## config.mk

```make
export PLATFORM = sky130hd
export DESIGN_NAME = rf_wb_arbiter_flat
export DESIGN_NICKNAME = d
export VERILOG_FILES = /design/src/rtl/rf_wb_arbiter_if.sv /design/src/rtl/rf_wb_arbiter.sv /design/src/flat_wrapper.sv
export SDC_FILE = /design/constraint.sdc
export NUM_CORES = 1
export LEC_CHECK = 0
export BUFFER_PORTS_ARGS = -buffer_cell sky130_fd_sc_hd__buf_2
export CELL_PAD_IN_SITES_DETAIL_PLACEMENT = 0
export CELL_PAD_IN_SITES_GLOBAL_PLACEMENT = 1
export CORE_AREA = 2 2 142 144
export DETAILED_ROUTE_END_ITERATION = 8
export DIE_AREA = 0 0 144 146
export HOLD_SLACK_MARGIN = 0.12
export PLACE_DENSITY_LB_ADDON = 0.1
export SLEW_MARGIN = 30
export SYNTH_ARGS = -nofsm -noshare
export SYNTH_HDL_FRONTEND = slang
export SYNTH_SLANG_ARGS = --single-unit
```

## constraint.sdc

```tcl
create_clock -name clk_i -period 2.3 [get_ports clk_i]
set_input_delay 0.23 -clock clk_i [delete_from_list [all_inputs] [get_ports clk_i]]
set_output_delay 0.23 -clock clk_i [all_outputs]
set_load 0.1 [all_outputs]
```

## src/rtl/rf_wb_arbiter_if.sv

```systemverilog
// Handshake bundle between the ALU/LSU result producers, the write-back arbiter
// and the register file's write port p2.
interface rf_wb_arbiter_if #(
   parameter int DEPTH = 4,
   parameter int AW    = 5,
   parameter int DW    = 32
);
   localparam int CW = $clog2(DEPTH) + 1;

   logic          alu_valid;
   logic [AW-1:0] alu_rd;
   logic [DW-1:0] alu_data;
   logic          alu_ready;

   logic          lsu_valid;
   logic [AW-1:0] lsu_rd;
   logic [DW-1:0] lsu_data;
   logic          lsu_ready;

   logic          wb_we;
   logic [AW-1:0] wb_addr;
   logic [DW-1:0] wb_data;
   logic [CW-1:0] count;
   logic          busy;

   modport slave (
      input  alu_valid, alu_rd, alu_data,
      output alu_ready,
      input  lsu_valid, lsu_rd, lsu_data,
      output lsu_ready,
      output wb_we, wb_addr, wb_data, count, busy
   );

   modport master (
      output alu_valid, alu_rd, alu_data,
      input  alu_ready,
      output lsu_valid, lsu_rd, lsu_data,
      input  lsu_ready,
      input  wb_we, wb_addr, wb_data, count, busy
   );
endinterface

```

## src/rtl/rf_wb_arbiter.sv

```systemverilog
// Round-robin merge of ALU and LSU results into a FIFO that drains one register
// write per cycle. Define WB_X0_FILTER_EN to drop writes to x0. reset_i is active-low.
module rf_wb_arbiter #(
   parameter int DEPTH = 4,
   parameter int AW    = 5,
   parameter int DW    = 32
) (
   input logic            clk_i,
   input logic            reset_i,
   rf_wb_arbiter_if.slave bus
);
   localparam int PW = $clog2(DEPTH);
   localparam int CW = PW + 1;
   localparam int EW = AW + DW;

   typedef enum logic {SRC_ALU = 1'b0, SRC_LSU = 1'b1} src_e;

   src_e          rrLast_q, rrLast_d;
   logic [PW-1:0] head_q, head_d;
   logic [PW-1:0] tail_q, tail_d;
   logic [CW-1:0] count_q, count_d;
   logic [EW-1:0] mem_q [DEPTH];
   logic          wbWe_q;
   logic [AW-1:0] wbAddr_q;
   logic [DW-1:0] wbData_q;

   logic          space;
   logic          aluGrant;
   logic          lsuGrant;
   logic          push;
   logic          enq;
   logic          pop;
   logic [EW-1:0] pushEntry;
   logic [EW-1:0] headEntry;

   // Space ignores a same-cycle pop, so ready never depends on the drain path.
   always_comb begin
      space     = reset_i && (count_q < CW'(DEPTH));
      aluGrant  = space && bus.alu_valid && (!bus.lsu_valid || rrLast_q == SRC_LSU);
      lsuGrant  = space && bus.lsu_valid && (!bus.alu_valid || rrLast_q == SRC_ALU);
      push      = aluGrant || lsuGrant;
      pushEntry = aluGrant ? {bus.alu_rd, bus.alu_data} : {bus.lsu_rd, bus.lsu_data};
`ifdef WB_X0_FILTER_EN
      enq       = push && (pushEntry[EW-1:DW] != '0);
`else
      enq       = push;
`endif
      pop       = (count_q != '0);
      headEntry = mem_q[head_q];

      rrLast_d = rrLast_q;
      if (aluGrant) begin
         rrLast_d = SRC_ALU;
      end else if (lsuGrant) begin
         rrLast_d = SRC_LSU;
      end

      head_d  = pop ? head_q + 1'b1 : head_q;
      tail_d  = enq ? tail_q + 1'b1 : tail_q;
      count_d = count_q + CW'(enq) - CW'(pop);
   end

   always_ff @(posedge clk_i) begin
      if (enq) begin
         mem_q[tail_q] <= pushEntry;
      end
   end

   // Address/data hold their last value when nothing drains.
   always_ff @(posedge clk_i or negedge reset_i) begin
      if (!reset_i) begin
         rrLast_q <= SRC_LSU;
         head_q   <= '0;
         tail_q   <= '0;
         count_q  <= '0;
         wbWe_q   <= 1'b0;
         wbAddr_q <= '0;
         wbData_q <= '0;
      end else begin
         rrLast_q <= rrLast_d;
         head_q   <= head_d;
         tail_q   <= tail_d;
         count_q  <= count_d;
         wbWe_q   <= pop;
         if (pop) begin
            wbAddr_q <= headEntry[EW-1:DW];
            wbData_q <= headEntry[DW-1:0];
         end
      end
   end

   assign bus.alu_ready = aluGrant;
   assign bus.lsu_ready = lsuGrant;
   assign bus.wb_we     = wbWe_q;
   assign bus.wb_addr   = wbAddr_q;
   assign bus.wb_data   = wbData_q;
   assign bus.count     = count_q;
   assign bus.busy      = (count_q != '0) || wbWe_q;
endmodule
```

## src/flat_wrapper.sv

```systemverilog
// flat-port wrapper written by rule: the top's interface ports become plain ports
module rf_wb_arbiter_flat 
#(
   parameter int DEPTH = 4,
   parameter int AW    = 5,
   parameter int DW    = 32
)
  (clk_i, reset_i, bus_alu_valid, bus_alu_rd, bus_alu_data, bus_alu_ready, bus_lsu_valid, bus_lsu_rd, bus_lsu_data, bus_lsu_ready, bus_wb_we, bus_wb_addr, bus_wb_data, bus_count, bus_busy);
  rf_wb_arbiter_if #(.DEPTH(DEPTH), .AW(AW), .DW(DW)) bus_i ();
  input logic clk_i;
  input logic reset_i;
  input wire logic [$bits(bus_i.alu_valid)-1:0] bus_alu_valid;
  input wire logic [$bits(bus_i.alu_rd)-1:0] bus_alu_rd;
  input wire logic [$bits(bus_i.alu_data)-1:0] bus_alu_data;
  output wire logic [$bits(bus_i.alu_ready)-1:0] bus_alu_ready;
  input wire logic [$bits(bus_i.lsu_valid)-1:0] bus_lsu_valid;
  input wire logic [$bits(bus_i.lsu_rd)-1:0] bus_lsu_rd;
  input wire logic [$bits(bus_i.lsu_data)-1:0] bus_lsu_data;
  output wire logic [$bits(bus_i.lsu_ready)-1:0] bus_lsu_ready;
  output wire logic [$bits(bus_i.wb_we)-1:0] bus_wb_we;
  output wire logic [$bits(bus_i.wb_addr)-1:0] bus_wb_addr;
  output wire logic [$bits(bus_i.wb_data)-1:0] bus_wb_data;
  output wire logic [$bits(bus_i.count)-1:0] bus_count;
  output wire logic [$bits(bus_i.busy)-1:0] bus_busy;
  assign bus_i.alu_valid = bus_alu_valid;
  assign bus_i.alu_rd = bus_alu_rd;
  assign bus_i.alu_data = bus_alu_data;
  assign bus_alu_ready = bus_i.alu_ready;
  assign bus_i.lsu_valid = bus_lsu_valid;
  assign bus_i.lsu_rd = bus_lsu_rd;
  assign bus_i.lsu_data = bus_lsu_data;
  assign bus_lsu_ready = bus_i.lsu_ready;
  assign bus_wb_we = bus_i.wb_we;
  assign bus_wb_addr = bus_i.wb_addr;
  assign bus_wb_data = bus_i.wb_data;
  assign bus_count = bus_i.count;
  assign bus_busy = bus_i.busy;
  rf_wb_arbiter #(.DEPTH(DEPTH), .AW(AW), .DW(DW)) u_core (.clk_i(clk_i), .reset_i(reset_i), .bus(bus_i));
endmodule
```

==> Word-level counts from Yosys, hierarchy flattened <==
Memories as Yosys holds them, arrays and structs flattened. A register that Yosys moved wholly into a read port is not among the register bits.
Index checks and enable logic that the tools add are counted.
{ "totals": {"ff_bits": 9, "latch_bits": 0, "ramBits": 148, "mem_bits_ro": 0, "inputBits": 78, "wordCells": 31, "n_memories": 1} }
{ "mem_list": {"columns": ["memory", "depth", "word_bits", "rd", "rd_ports_with_merged_regs", "write_ports", "line", "text"], "rows": [
  ["u_core.mem_q", 4, 37, 1, 1, 1, "rf_wb_arbiter.sv:22", "logic [EW-1:0] mem_q [DEPTH];"]
]} }
{ "op_classes": {"add_sub_neg": 4, "multipliers": 0, "n_div": 0, "order_cmp": 1, "eq_ne": 0, "shifts": 0, "muxes": 5, "bitwise": 1, "reduce_logical": 14} }
{ "op_table": {"columns": ["operator", "count"], "rows": [
  ["2-to-1 mux 37 bit", 1],
  ["logical AND 1 bit", 5],
  ["adder 2 x 1 -> 2 bit (second input constant)", 2],
  ["logical OR 1 bit", 4],
  ["2-to-1 mux 1 bit", 4],
  ["adder 3 x 1 -> 3 bit", 1],
  ["logical NOT 1 bit", 3],
  ["< comparator 3 bit (second input constant)", 1],
  ["nonzero test 3 bit", 1],
  ["subtractor 3 x 1 -> 3 bit", 1],
  ["nonzero test 2 bit", 1],
  ["NOT 1 bit", 1]
]} }

==> Logic depth before layout (Yosys ltp) <==
Gate-level depths: netlist of the first run.
{ "depth": {"ltp_word": 7, "mapped_depth": 9, "ltp_nobuf": 8} }

==> Worst setup path after synthesis of the first run <==
No wires, ideal clock.
{ "synth_path": {"path_kind": "flip-flop to flip-flop", "from": "register u_core.count_q[1], in the netlist u_core.bus.count[1]", "to": "register u_core.count_q[2], in the netlist u_core.bus.count[2]", "t_arrival_ns": 2.678, "required_time_ns": 2.140, "setup_slack_ns": -0.538, "path_stages_with_launch": 10, "n_path_buf": 1, "synth_period_minus_slack_ns": 2.838, "path_cell_list": "dfrtp_1 -> nor3_1 -> inv_2 -> clkbuf_1 -> ha_1 -> inv_1 -> ha_1 -> fa_1 -> xor2_1 -> xnor2_1"} }
{ "synth_between": {"word_cells_on_any_way": 10, "cone_classes": "2 x add/sub; 1 x order compare; 7 x reduce/logical"} }
{ "synth_lines": {"columns": ["item", "line", "text"], "rows": [
  ["start, declared", "rf_wb_arbiter.sv:21", "logic [CW-1:0] count_q, count_d;"],
  ["start signal, assigned", "rf_wb_arbiter.sv:83", "count_q <= count_d;"],
  ["nonzero test 3 bit", "rf_wb_arbiter.sv:48", "pop = (count_q != '0);"],
  ["net u_core.pop", "rf_wb_arbiter.sv:32", "logic pop;"],
  ["subtractor 3 x 1 -> 3 bit", "rf_wb_arbiter.sv:60", "count_d = count_q + CW'(enq) - CW'(pop);"],
  ["net u_core.count_d[2]", "rf_wb_arbiter.sv:21", null]
]} }
The timed path passes the listed nets, and every way through them passes these cells.
A chain may end at the register's enable or synchronous reset.

==> Worst setup path after layout of the first run <==
{ "layout_path": {"from": "input port reset_i", "to": "output port bus_alu_ready"} }
{ "layout_between": {"elab_chain_len": 3} }
{ "layout_lines": {"columns": ["item", "line", "text"], "rows": [
  ["start, declared", "flat_wrapper.sv:11", "input logic reset_i;"],
  ["logical AND 1 bit", "rf_wb_arbiter.sv:38", "space = reset_i && (count_q < CW'(DEPTH));"],
  ["logical AND 1 bit (2 in series)", "rf_wb_arbiter.sv:39", "aluGrant = space && bus.alu_valid && (!bus.lsu_valid || rrLast_q == SRC_LSU);"],
  ["end, declared", "flat_wrapper.sv:15", "output wire logic [$bits(bus_i.alu_ready)-1:0] bus_alu_ready;"]
]} }
Every way passes these cells.

==> reports/metrics.yaml, run 1 <==
r2r_start: "u_core.bus.count[2]"
critPathBufInv: 4
finalHoldViolCount: 0
synth_area_sq_um: 7650
dpl_worst_slack_ps: 300
period_minus_slack_ps: 2170
routed_wl_mm: 15.6
grt_pass1_vias: 4390
grt_overflow: 0
min_path_cells: 2
final_common_cell: "edfxtp_1"
leakage_uw: 0.00361
crit_slowest_cell: "dlygate4sd3_1"
synth_area_leaders: "edfxtp_1, dfrtp_1, mux4_2"
syn_area_per_cell_sq_um: 17.6
cts-root-buf: "clkbuf_16"
min_from: "bus_lsu_data[28]"
antenna_found_initial: 0
io_pins: 122
cts_buffer_depth: 2
initial_utilization_pct: 39.6
rsz0062_at_grt: "false"
fin_ws_ps: 127
seq_area_frac_synth_pct: 73.2
fin_crit_sh_pct: 94.5
max_stage_delay_ps: 520
clkTransAtPathRegs_ps: 70
post-route-drc-count: 0
irDropWorstVdd_mv: 0.759
grt_max_degree: 47
nets: 658
cts-htree-levels: 4
max_slew_margin_pct: 54.8
hold_class: "in2reg"
layout_common_cells: "edfxtp_1, buf_2, nand2_1"
dieWidth_microns: 144
ys_warn_count: 0
finalMaxSlewViolations: 0
syn-num-nets: 519
dp_hpwl_mm: 9.65
total_power_uw: 13900
reg2reg_slack_ps: 290
timing.fmax_mhz: 460
synth.largest_area_cell: "edfxtp_1"
worst_slew_pin_slew_ps: 679
drtPass1Iterations: 4
worstPathRequired_ps: 2070
min_to: "u_core.mem_q[0][28]"
yosys.area.top_type_share_pct: 58.1
r2r_cells: 8
dr.first_iter.drc_count: 307
gp_congestion: 0.667
worst-setup-path-type: "in2out"
grt_pass1_wl_mm: 24.5
antenna_cells: 0
cellPowerDensity_nw_per_um2: 1480
numCtsBuffers: 17
area_delta_synth_final_pct: 22.6
grt_usage_pct: 15.9
ys_types: 24
viasPerCell: 4.77
timing.rr.end: "u_core.bus.count[2]"
drive_above_1_share_pct: 37.2
die_area_sq_um: 21000
worstSkewPairLatency_ps: 420
timing.hold.ws_ps: 171
yosys_register_bits: 194
finalSetupViolations: 0
cp-start-kind: "input pin"
tritoncts: "built"
port_buffers: 121
die_h_microns: 146
drv_cap: 0
critical-path-top-delay-family: "buffers and inverters"
synthCells: 434
crit_arrival_ps: 1940
coreArea_sq_um: 19300
cp-end-kind: "output pin"
status: "complete, no violations"
antenna_left: 0
vias: 4061
crit_chain: "dlygate4sd3_1 > buf_2 > nor2b_2 > and3_2 > buf_4 > buf_12"
fill_cells: 1688
worstPathMaxFanout: 18
row_count: 51
finalClockSkew_ps: 13.2
cts_sinks: 194
post_drt_wl_per_cell_microns: 18.4
finish.utilization_pct: 48.5
==> cell usage after synthesis, drive strengths merged <==
library cell and n:
clkbuf 6, dfrtp 45, buf 14, a31oi 1
xnor2 4, nor2b 1, fa 1, nand2 113
nand2b 2, dfstp 1, edfxtp 148, nor3 1
mux2 38, a21oi 2, o21a 1, and3 1
and2 4, ha 6, mux4 37, inv 7
xor2 1
==> power by group <==
part | switching, uW | internal, uW
sequential | 429 | 4620
combinational | 4350 | 1570
clock | 1210 | 1690
total | 5980 | 7880
==> per-layer routing <==
layer	track usage (%)	share of wire [%]
met2	27.3	52
met3	3.69	4.1
met4	4.12	0.67
met5	0	0
met1	20.3	43
==> cells by family (layout without fill, tap and decap cells) <==
logic type | count (synthesis) | count (layout) | synth area share, %
AO/OA/AOI/OAI | 4 | 4 | 0.311
buffers and inverters | 27 | 179 | 1.90
flip-flops | 194 | 194 | 73.2
XOR/XNOR | 5 | 5 | 0.573
multiplexers | 75 | 75 | 16.5
AND/OR/NAND/NOR | 122 | 122 | 6.30
adder cells (fa/ha/maj) | 7 | 7 | 1.24
==> metrics by stage <==
step                      cell area, sq um  instances  setup TNS, ps
after floorplan                       7660        434           -199
after global placement                8760        816              0
after detailed placement              8760        816              0
after CTS                             9370        851              0
after global routing                  9370        851              0
final                                 9370        851              0
==> state kept, by name, summed over array words and instances, names as in the netlist <==
signal and flops:
u_core.bus.wb_we 1, u_core.mem_q 148, u_core.bus.count 3, u_core.rrLast_q 1, u_core.head_q 2, u_core.bus.wb_addr 5, u_core.tail_q 2, u_core.bus.wb_data 32
==> area by class of cell <==
type / count / area (sq um) / share of cell area (%)
clock buffer: 23 / 478 / 5.10
clock inverter: 9 / 106 / 1.13
inverter: 7 / 26.3 / 0.280
multi-input combinational: 213 / 1930 / 20.6
sequential: 194 / 5600 / 59.8
tap: 265 / 332 / 3.54
timing repair buffer: 140 / 902 / 9.62
==> worst max-delay path by stage <==
stage	start	endpoint	slack, ps	cells after the start
3_3_place_gp	u_core.bus.count[2]	u_core.bus.count[2]	380	8
2_1_floorplan	u_core.bus.count[2]	u_core.bus.count[2]	-200	9
3_5_place_dp	u_core.bus.count[2]	u_core.bus.count[2]	300	8
4_1_cts	u_core.bus.count[2]	bus_busy	40	4
6_report	reset_i	bus_alu_ready	130	6
5_1_grt	reset_i	bus_alu_ready	7	6
==> timing repair <==
item / 4_1_cts / 5_1_grt
setup endpoints to repair: 0 / 1
buffers inserted: 0 / 0
endpoints found under the hold margin: 46 / 0
resized for setup: 0 / 1
hold buffers: 3 / 0
No activity file was read; power rests on OpenSTA's default activity.
==> inputs of run 2 (changes only) <==
==> constraint.sdc (replaced) <==
create_clock -name clk_i -period 2.3 [get_ports clk_i]
set_input_delay 0.23 -clock clk_i [delete_from_list [all_inputs] [get_ports clk_i]]
set_output_delay 0.23 -clock clk_i [all_outputs]
set_load 0.02 [all_outputs]
==> reports/metrics.yaml, run 2 (same netlist as run 1, synthesis figures left out) <==
status: "complete, no violations"
final-seq-area_sq_um: 5600  # about the same
dpl_cell_area_sq_um: 8700  # -0.60%
tritoncts: "built"
drive_above_1_share_pct: 37.3  # +0.13 points
finalMaxSlewViolations: 0  # unchanged
grt_pass1_wl_mm: 25.0  # +2.1%
largest_reg_flops: 148  # unchanged
clkTransAtPathRegs_ps: 70  # about the same
cts_buffer_depth: 2  # unchanged
dr.first_iter.drc_count: 189  # -38%
multi_input_area_sq_um: 1930  # unchanged
finalClockSkew_ps: 8.83  # -4.35 ps
cp-endpoint: "bus_alu_ready"
antenna_cells: 0  # unchanged
rsz0062_at_grt: "false"
fin_crit_sh_pct: 91.0  # -3.5 points
drtPass1Iterations: 4  # unchanged
routed_wl_mm: 16.1  # +3.0%
die_h_microns: 146  # unchanged
antenna_found_initial: 0  # unchanged
period_minus_slack_ps: 2090  # -80.6 ps
finalSetupViolations: 0  # unchanged
post_drt_wl_per_cell_microns: 18.8  # +2.3%
worstSkewPairLatency_ps: 420  # about the same
cts_sinks: 194  # unchanged
worstPathRequired_ps: 2070  # about the same
finalHoldViolCount: 0  # unchanged
setup_tns_ps: 0  # unchanged
cts-htree-levels: 4  # unchanged
fin_ws_ps: 207  # +80.6 ps
irDropWorstVdd_mv: 0.580  # -24%
cp-end-kind: "output pin"
reg2reg_slack_ps: 310  # +20 ps
grt_max_degree: 47  # unchanged
row_count: 51  # unchanged
vias: 4099  # +0.94%
min_from: "bus_lsu_data[31]"
gp_congestion: 0.683  # +2.5%
area_delta_synth_final_pct: 21.5
dpl_worst_slack_ps: 244  # -55.4 ps
fill_cells: 1705  # +1.0%
io_pins: 122  # unchanged
coreArea_sq_um: 19300  # unchanged
antenna_left: 0  # unchanged
grt_overflow: 0  # unchanged
nets: 664  # +0.91%
fin_area_sq_um: 9290  # -0.87%
max_slew_margin_pct: 55.4  # +0.67 points
crit_arrival_ps: 1860  # -80 ps
cts-root-buf: "clkbuf_16"
timing.rr.end: "u_core.bus.count[2]"
worst_slew_pin_slew_ps: 669  # -10.0 ps
timing.fmax_mhz: 478  # +3.9%
die_area_sq_um: 21000  # unchanged
top_register: "u_core.mem_q"
viasPerCell: 4.78  # +0.23%
worst-setup-path-type: "reg2out"
r2r_cells: 8  # unchanged
total_power_uw: 11400  # -18%
post-route-drc-count: 0  # unchanged
drv_cap: 0  # unchanged
numCtsBuffers: 17  # unchanged
startpoint: "u_core.bus.count[2]"
hold_class: "in2reg"
grt_pass1_vias: 4482  # +2.1%
dieWidth_microns: 144  # unchanged
dpl.cell_count: 822  # +0.74%
initial_utilization_pct: 39.6  # unchanged
layout_common_cells: "edfxtp_1, buf_2, nand2_1"
port_buffers: 121  # unchanged
final_common_cell: "edfxtp_1"
worstPathMaxFanout: 17  # -1
cp-start-kind: "flip-flop"
cellPowerDensity_nw_per_um2: 1230  # -17%
dp_hpwl_mm: 10.4  # +7.7%
r2r_start: "u_core.bus.count[1]"
grt_usage_pct: 16.2  # +0.34 points
leakage_uw: 0.00361  # +0.10%
finalNonFillerCells: 857  # +0.71%
[run 2: layout make-up]
type,instances,share of cell area [%]
sequential,194,60.3
clock inverter,12,1.17
timing repair buffer,146,9.16
tap,265,3.57
inverter,7,0.283
clock buffer,20,4.81
multi-input combinational,213,20.7
[run 2: what timing repair did]
action | CTS | global route
setup buffers | 0 | 0
endpoints found under the hold margin | 46 | 0
setup endpoints to repair | 0 | 1
hold buffers | 3 | 0
gates resized for setup | 0 | 1
[run 2: critical path, stage by stage (launching register included)]
cell,delay [ps]
dfrtp_1,450
nor2b_2,230
and3_4,360
buf_12,210
buf_2,180
[run 2: worst min path at each step]
stage,cells past startpoint,slack (ps),end
2_1_floorplan,0,-70,u_core.bus.count[0]
3_3_place_gp,2,430,u_core.rrLast_q
3_5_place_dp,2,430,u_core.rrLast_q
4_1_cts,2,150,u_core.mem_q[2][13]
5_1_grt,2,150,u_core.mem_q[3][13]
6_report,2,170,u_core.mem_q[2][31]
[run 2: through the flow]
step / utilization, % / hold WS, ps
after floorplan: - / -65.6
after global placement: 45.0 / 431
after detailed placement: 45.0 / 434
after CTS: 48.0 / 149
after global routing: 48.1 / 149
final: 48.1 / 172
[run 2: power breakdown]
group	switching, uW	total, uW	internal [uW]
logic	1980	3540	1560
clock network	1250	2780	1530
registers	457	5070	4610
[run 2: routing by layer]
layer,up-vias,GRT usage [%],part of all wire [%]
met2,82,28.2,52
met1,2100,20.6,44
met5,-,0,0
met4,0,4.56,1.2
li1,1903,-,-
met3,14,3.42,2.8
